==> config.mk <==
export PLATFORM = sky130hd
export DESIGN_NAME = ps2_dir_decoder_flat
export DESIGN_NICKNAME = d
export VERILOG_FILES = /design/src/rtl/ps2_dir_decoder_if.sv /design/src/rtl/ps2_dir_decoder.sv /design/src/flat_wrapper.sv
export SDC_FILE = /design/constraint.sdc
export NUM_CORES = 1
export LEC_CHECK = 0
export CAP_MARGIN = 0
export CORE_UTILIZATION = 55
export DETAILED_ROUTE_END_ITERATION = 10
export PLACE_DENSITY = 0.78
export SYNTH_ARGS = -nofsm -noshare
export SYNTH_HDL_FRONTEND = slang
export SYNTH_SLANG_ARGS = --single-unit
export TNS_END_PERCENT = 10
==> constraint.sdc <==
create_clock -name clock -period 2.2 [get_ports clock]
set_clock_uncertainty 0.05 [all_clocks]
set_input_delay 0.55 -clock clock [delete_from_list [all_inputs] [get_ports clock]]
set_output_delay 0.55 -clock clock [all_outputs]
set_load 0.01 [all_outputs]
==> src/rtl/ps2_dir_decoder_if.sv <==
// rtl/ps2_dir_decoder_if.sv - PS/2 line inputs and decoded key pulse outputs
interface ps2_dir_decoder_if;
  logic       ps2_clk;
  logic       ps2_dat;
  logic [3:0] direction;
  logic       start_pulse;
  logic       frame_err;

  modport master (
    output ps2_clk,
    output ps2_dat,
    input  direction,
    input  start_pulse,
    input  frame_err
  );

  modport slave (
    input  ps2_clk,
    input  ps2_dat,
    output direction,
    output start_pulse,
    output frame_err
  );
endinterface

==> src/rtl/ps2_dir_decoder.sv <==
// rtl/ps2_dir_decoder.sv - PS/2 receiver decoding arrow keys and 's' into pulses
// Define PS2_TYPEMATIC_FILTER_EN to suppress typematic repeats of held keys.
module ps2_dir_decoder #(
  parameter int TIMEOUT_CYCLES = 50000
) (
  input  logic             clock,
  input  logic             reset,
  ps2_dir_decoder_if.slave ps2
);

  localparam int TW = $clog2(TIMEOUT_CYCLES + 1);

  typedef enum logic [1:0] {IDLE, DATA, PARITY, STOP} state_t;

  state_t        state;
  state_t        state_next;
  logic [2:0]    clk_sr;
  logic [1:0]    dat_sr;
  logic          fall;
  logic          dat_bit;
  logic [TW-1:0] idle_cnt;
  logic          timeout;
  logic [2:0]    bit_cnt;
  logic [7:0]    shift_reg;
  logic          par_bit;
  logic          shift_en;
  logic          par_en;
  logic          clr_cnt;
  logic          accept;
  logic          err_now;
  logic          byte_valid;
  logic          frame_err_q;
  logic          ext;
  logic          brk;
  logic          is_prefix;
  logic [4:0]    key_hot;
  logic [4:0]    pass_mask;
  logic [4:0]    fire;
  logic [3:0]    direction_q;
  logic          start_q;

  // clk_sr[2] is the previous synchronized sample used for edge detection
  always_ff @(posedge clock) begin
    if (reset) begin
      clk_sr <= 3'b111;
      dat_sr <= 2'b11;
    end else begin
      clk_sr <= {clk_sr[1:0], ps2.ps2_clk};
      dat_sr <= {dat_sr[0], ps2.ps2_dat};
    end
  end

  assign fall    = clk_sr[2] & ~clk_sr[1];
  assign dat_bit = dat_sr[1];
  assign timeout = (state != IDLE) && !fall && (idle_cnt == TW'(TIMEOUT_CYCLES));

  always_ff @(posedge clock) begin
    if (reset || state == IDLE || fall) begin
      idle_cnt <= '0;
    end else if (!timeout) begin
      idle_cnt <= idle_cnt + TW'(1);
    end
  end

  always_ff @(posedge clock) begin
    if (reset) begin
      state <= IDLE;
    end else begin
      state <= state_next;
    end
  end

  always_comb begin
    state_next = state;
    case (state)
      IDLE:    if (fall && !dat_bit) state_next = DATA;
      DATA:    if (fall && bit_cnt == 3'd7) state_next = PARITY;
      PARITY:  if (fall) state_next = STOP;
      STOP:    if (fall) state_next = IDLE;
      default: state_next = IDLE;
    endcase
    if (timeout) state_next = IDLE;
  end

  always_comb begin
    shift_en = 1'b0;
    par_en   = 1'b0;
    clr_cnt  = 1'b0;
    accept   = 1'b0;
    err_now  = 1'b0;
    case (state)
      IDLE: begin
        if (fall) begin
          if (dat_bit) err_now = 1'b1;
          else         clr_cnt = 1'b1;
        end
      end
      DATA:   shift_en = fall;
      PARITY: par_en   = fall;
      STOP: begin
        if (fall) begin
          // Odd parity: the nine received bits must hold an odd count of ones
          if (dat_bit && (^{shift_reg, par_bit})) accept  = 1'b1;
          else                                    err_now = 1'b1;
        end
      end
      default: ;
    endcase
    if (timeout) err_now = 1'b1;
  end

  always_ff @(posedge clock) begin
    if (reset) begin
      bit_cnt     <= 3'd0;
      shift_reg   <= 8'h00;
      par_bit     <= 1'b0;
      byte_valid  <= 1'b0;
      frame_err_q <= 1'b0;
    end else begin
      byte_valid  <= accept;
      frame_err_q <= err_now;
      if (clr_cnt) begin
        bit_cnt <= 3'd0;
      end else if (shift_en) begin
        shift_reg <= {dat_bit, shift_reg[7:1]};
        bit_cnt   <= bit_cnt + 3'd1;
      end
      if (par_en) par_bit <= dat_bit;
    end
  end

  assign is_prefix = (shift_reg == 8'hE0) || (shift_reg == 8'hF0);

  // key_hot bit 4 is 's', bits 3:0 follow the direction port ordering
  always_comb begin
    key_hot = 5'b00000;
    if (ext) begin
      case (shift_reg)
        8'h75:   key_hot = 5'b01000;
        8'h72:   key_hot = 5'b00100;
        8'h6B:   key_hot = 5'b00010;
        8'h74:   key_hot = 5'b00001;
        default: key_hot = 5'b00000;
      endcase
    end else if (shift_reg == 8'h1B) begin
      key_hot = 5'b10000;
    end
  end

`ifdef PS2_TYPEMATIC_FILTER_EN
  logic [4:0] held;

  always_ff @(posedge clock) begin
    if (reset) begin
      held <= 5'b00000;
    end else if (byte_valid && !err_now && !is_prefix) begin
      if (brk) held <= held & ~key_hot;
      else     held <= held | key_hot;
    end
  end

  assign pass_mask = ~held;
`else
  assign pass_mask = 5'b11111;
`endif

  assign fire = key_hot & pass_mask;

  always_ff @(posedge clock) begin
    if (reset) begin
      ext         <= 1'b0;
      brk         <= 1'b0;
      direction_q <= 4'b0000;
      start_q     <= 1'b0;
    end else begin
      direction_q <= 4'b0000;
      start_q     <= 1'b0;
      if (err_now) begin
        ext <= 1'b0;
        brk <= 1'b0;
      end else if (byte_valid) begin
        if (shift_reg == 8'hE0) begin
          ext <= 1'b1;
        end else if (shift_reg == 8'hF0) begin
          brk <= 1'b1;
        end else begin
          if (!brk) begin
            direction_q <= fire[3:0];
            start_q     <= fire[4];
          end
          ext <= 1'b0;
          brk <= 1'b0;
        end
      end
    end
  end

  assign ps2.direction   = direction_q;
  assign ps2.start_pulse = start_q;
  assign ps2.frame_err   = frame_err_q;

endmodule

==> src/flat_wrapper.sv <==
// flat-port wrapper written by rule: the top's interface ports become plain ports
module ps2_dir_decoder_flat 
#(
  parameter int TIMEOUT_CYCLES = 50000
)
  (clock, reset, ps2_ps2_clk, ps2_ps2_dat, ps2_direction, ps2_start_pulse, ps2_frame_err);
  ps2_dir_decoder_if ps2_i ();
  input  logic clock;
  input  logic reset;
  input wire logic [$bits(ps2_i.ps2_clk)-1:0] ps2_ps2_clk;
  input wire logic [$bits(ps2_i.ps2_dat)-1:0] ps2_ps2_dat;
  output wire logic [$bits(ps2_i.direction)-1:0] ps2_direction;
  output wire logic [$bits(ps2_i.start_pulse)-1:0] ps2_start_pulse;
  output wire logic [$bits(ps2_i.frame_err)-1:0] ps2_frame_err;
  assign ps2_i.ps2_clk = ps2_ps2_clk;
  assign ps2_i.ps2_dat = ps2_ps2_dat;
  assign ps2_direction = ps2_i.direction;
  assign ps2_start_pulse = ps2_i.start_pulse;
  assign ps2_frame_err = ps2_i.frame_err;
  ps2_dir_decoder #(.TIMEOUT_CYCLES(TIMEOUT_CYCLES)) u_core (.clock(clock), .reset(reset), .ps2(ps2_i));
endmodule
After elaboration in Yosys (flattened, before gate mapping)
Cells that the tools add are included.
{"block": "word_totals", "register_bits": 44, "latch_bits": 0, "ram_bits": 0, "rom_bits": 0, "out_inout_bits": 6, "memories": 0}
{"block": "op_classes", "addsub": 2, "multipliers": 0, "div": 0, "n_lt_le_gt_ge": 0, "eq_ne": 17, "shift": 0, "mux": 23, "bitwise": 7, "n_reduce_logical": 21}
{"op": "$eq A8 B7 Y1 const B", "count": 4}
{"op": "$add A16 B1 Y16 const B", "count": 1}
{"op": "$eq A16 B16 Y1 const B", "count": 1}
{"op": "$eq A8 B8 Y1 const B", "count": 2}
{"op": "$pmux W4 S4", "count": 1}
{"op": "$mux W1", "count": 14}
{"op": "$mux W5", "count": 2}
{"op": "$reduce_xor A9 Y1", "count": 1}
{"op": "$eq A8 B5 Y1 const B", "count": 1}
{"op": "$mux W2", "count": 4}
{"op": "$ne A2 B1 Y1 const B", "count": 4}
{"op": "$pmux W2 S4", "count": 1}
{"op": "$not A1 Y1", "count": 6}
{"op": "$reduce_and A2 Y1", "count": 3}
{"op": "$reduce_or A2 Y1", "count": 3}
{"op": "$reduce_or A6 Y1", "count": 1}
{"op": "$logic_and A1 B1 Y1", "count": 5}
{"op": "$eq A2 B2 Y1 const B", "count": 2}
{"op": "$reduce_and A4 Y1", "count": 1}
{"op": "$add A3 B1 Y3 const B", "count": 1}
{"op": "$eq A3 B3 Y1 const B", "count": 1}
{"op": "$reduce_or A3 Y1", "count": 1}
{"op": "$eq A2 B1 Y1 const B", "count": 1}
{"op": "$logic_not A1 Y1", "count": 2}
{"op": "6 further kinds", "count": 7}

Longest topological paths before layout
{"block": "logic_depth", "depth_word": 7, "ltp_mapped": 7}

Worst setup path after synthesis
OpenSTA, ideal clock, no wires.
{"block": "synth_timing", "path_type": "register to register", "start": "register u_core.shift_reg[3]", "end": "register u_core.direction_q[2], in the netlist u_core.ps2.direction[2]", "setup_ns": 0.087, "arrival_time_ns": 1.553, "t_required_ns": 2.063, "setup_slack_ns": 0.510, "path_stages_with_launch": 6, "n_path_buf": 0, "synth_period_minus_slack_ns": 1.690, "cell_sequence": "dfxtp_1 xor2_1 xnor3_1 mux2i_2 a31o_4 nor4b_2"}
{"block": "synth_via", "elab_chain_cells": 7, "word_cells_on_any_way": 15, "cone_classes": "6 x eq/ne; 6 x mux; 3 x reduce/logical"}
{"element": "from (decl)", "line": "ps2_dir_decoder.sv:24", "rtl": "logic [7:0] shift_reg;"}
{"element": "from (signal assigned)", "line": "ps2_dir_decoder.sv:125", "rtl": "shift_reg <= {dat_bit, shift_reg[7:1]};"}
{"element": "$reduce_xor A9 Y1", "line": "ps2_dir_decoder.sv:103", "rtl": "if (dat_bit && (^{shift_reg, par_bit})) accept = 1'b1;"}
{"element": "$logic_and A1 B1 Y1", "line": "ps2_dir_decoder.sv:103"}
{"element": "$mux W1", "line": "ps2_dir_decoder.sv:103"}
{"element": "$mux W1", "line": "ps2_dir_decoder.sv:101", "rtl": "if (fall) begin"}
{"element": "$pmux W1 S2", "line": "ps2_dir_decoder.sv:91", "rtl": "case (state)"}
{"element": "$mux W1", "line": "ps2_dir_decoder.sv:109", "rtl": "if (timeout) err_now = 1'b1;"}
{"element": "$reduce_or A6 Y1 (no source line)"}
{"element": "to (signal assigned)", "line": "ps2_dir_decoder.sv:188", "rtl": "direction_q <= fire[3:0];"}
{"element": "to (decl)", "line": "ps2_dir_decoder.sv:39", "rtl": "logic [3:0] direction_q;"}
Parallel ways exist; a longest one is shown, timed or not.
A chain may end at the register's enable or synchronous reset.

Final worst setup path
{"block": "layout_timing", "start": "register u_core.shift_reg[7]", "end": "register u_core.direction_q[2], in the netlist u_core.ps2.direction[2]"}
Same word-level chain as after synthesis.

==> impl_metrics.toml <==
[finish]
final_nets = 234
antenna-diode-count = 0
final_cells = 268
final_area_sq_um = 2191
area_growth_pct = 10.61
drive_above_1_share_pct = 11.26
largest_reg_flops = 16
fillers = 260
final_core_util_pct = 64.64

[placed_design]
place_area_sq_um = 2126
dp_hpwl_um = 2575
port_buffers = 9
gp_congestion = 0.8714
dp.cells = 261

[cts]
clockBufferDepth = 2
ctsHtreeMaxLevel = 2
root_buffer = "clkbuf_4"
numClockSinks = 44
cts_tree = "done"
cts-buffers-inserted = 5
clk_pin_slew_ns = 0.12
clk_latency_ns = 0.36
postCtsHoldBufs = 0
ctsResizeCount = 0
post_cts_buffers = 0

[power_and_ir_drop]
ir_worst_vdd_v = 0.0004295
p_leak_nw = 0.7713
powerDensity_nw_per_um2 = 649.5

[yosys]
syn_nets = 221
synth_edf_count = 0
dominantRegCellSynth = "dfxtp_1"
synth_top_cell_area_share_pct = 44.47
synth_area_leader_cell = "dfxtp_1"
ys_warn_count = 0
synthesis.area_sq_um = 1981
ys_seq_area_share_pct = 44.47
ys_seq_elements = 44
synth_area_leaders = "dfxtp_1, nor2_1, xor2_1"
netlist_instances = 209
async_reset_ff_share_pct = 0
syn_avg_cell_area_sq_um = 9.477
synth_common_cells = "dfxtp_1, nor2_1, nand2_1, nand3_1, xor2_1"
synth.most_common_cell = "dfxtp_1"
synth_cell_types = 42

[timing]
setup_tns_ns = 0
post-route-period-util_pct = 85.94
holdWs_ns = 0.3803
tightestPinTransition_ns = 0.6037
timing.slew.headroom_pct = 59.44
rsz0062_at_grt = "no"
fin_crit_ns = 1.891
setup_violations = 0
finalHoldViolCount = 0
max_freq_mhz = 528.9
report.final.slew_viol_count = 0

[worst_setup_path]
r2r_cells = 5
crit_type = "reg2reg"
rr_startpoint = "u_core.shift_reg[7]"
end_kind = "flop"
reg2reg_slack_ns = 0.31
timing.rr.end = "u_core.ps2.direction[2]"
crit_arrival_ns = 2.12
critPathMaxFanout = 7
crit_path_start_kind = "flop"
crit_required_ns = 2.43

[die]
fp.dieW_um = 62.01
core.rowCount = 21
dieArea_sq_um = 3845
design.core.area_sq_um = 3390
ios = 10
chipHeight_um = 62.01
initial_utilization_pct = 58.43

[global_routing]
grt_use_total_pct = 21.57
grt_max_degree = 17
antenna_found_initial = 0
overflow = 0
grt_pass1_vias = 1341
grt_pass1_wl_um = 5830

[hold_path]
min_from = "u_core.dat_sr[0]"
hold_path.class = "reg2reg"
hold_end = "u_core.dat_sr[1]"
whs_path_depth = 1

[detailed_routing]
viasPerCell = 5.541
routedWlPerCell_um = 13.12
wirelength_um = 3515
ant_nets = 0
vias = 1485
first_iter_violations = 85
drtPass1Iterations = 4
drc = 0

[run_status]
status = "complete, no violations"

[job]
max_cap_viol_count = 0
## worst max-delay path by stage
stage	from	to	cells past startpoint
final	u_core.shift_reg[7]	u_core.ps2.direction[2]	5
after global routing	u_core.idle_cnt[2]	u_core.ps2.start_pulse	5
after CTS	u_core.shift_reg[7]	u_core.ps2.direction[2]	5
after detailed placement	reset	u_core.idle_cnt[1]	3
after global placement	reset	u_core.idle_cnt[1]	3
after floorplan	u_core.shift_reg[3]	u_core.ps2.direction[2]	5
## power by group
part / total, W / internal, W / switching [W]
Sequential: 0.000832 / 0.000814 / 0.0000175
Combinational: 0.000155 / 0.0000614 / 0.0000935
Clock: 0.000436 / 0.000181 / 0.000255
Total: 0.00142 / 0.00106 / 0.000366
## cell families after synthesis
group	synth area share (%)
compound gates	6.128
xor+xnor	10.30
fa+ha+maj	5.054
buf+inv	2.400
flops	44.47
mux	4.738
simple gates	26.91
## placed cells by master (no fill, tap or decap), types with 2 or more instances in the layout
master            n
xnor2_1           6
clkdlybuf4s50_1   9
and4_1            3
dfxtp_1          44
or3_1             2
mux2i_1           8
a21oi_1           9
or2_2             5
buf_4             3
or4b_2            2
nand3_1          15
ha_1              8
nor4_1            3
nor3_1            5
xor2_1           12
inv_1             6
nand4_1           2
nor2_1           28
nand2_1          15
clkbuf_8          2
a21o_1            2
nor2b_1           4
nor4_2            2
o21ai_0           4
clkbuf_4          5
## routing by layer
metal  global-route usage (%)  share of wire [%]  vias to the layer above
li1                         -                  -                      744
met1                    26.23                 47                      699
met2                    32.98                 47                       26
met4                    14.60                3.8                        0
met5                        0                  0                        -
met3                    6.211                2.9                       16
## critical path: stages (launching register included)
cell     delay [ns]
dfxtp_1        0.46
xor2_1         0.17
xnor3_1        0.44
mux2i_2        0.19
a31o_4         0.28
nor4b_2        0.22
## metrics by stage
stage,power [W],setup slack (ns)
final,0.001423,0.3093
after global routing,0.001486,0.1751
after CTS,0.001426,0.2864
after detailed placement,0.001005,0.2323
after global placement,0.0009924,0.2941
after floorplan,0.0009666,0.5096
## layout make-up
type	count	area, sq um	area share (%)
Clock buffer	7	65.06	2.970
Inverter	6	22.52	1.028
Multi-Input combinational cell	153	1052	48.03
Sequential cell	44	880.8	40.21
Tap cell	46	57.56	2.627
Timing Repair Buffer	12	112.6	5.140
Note: power is estimated with default switching activity, not from simulation.
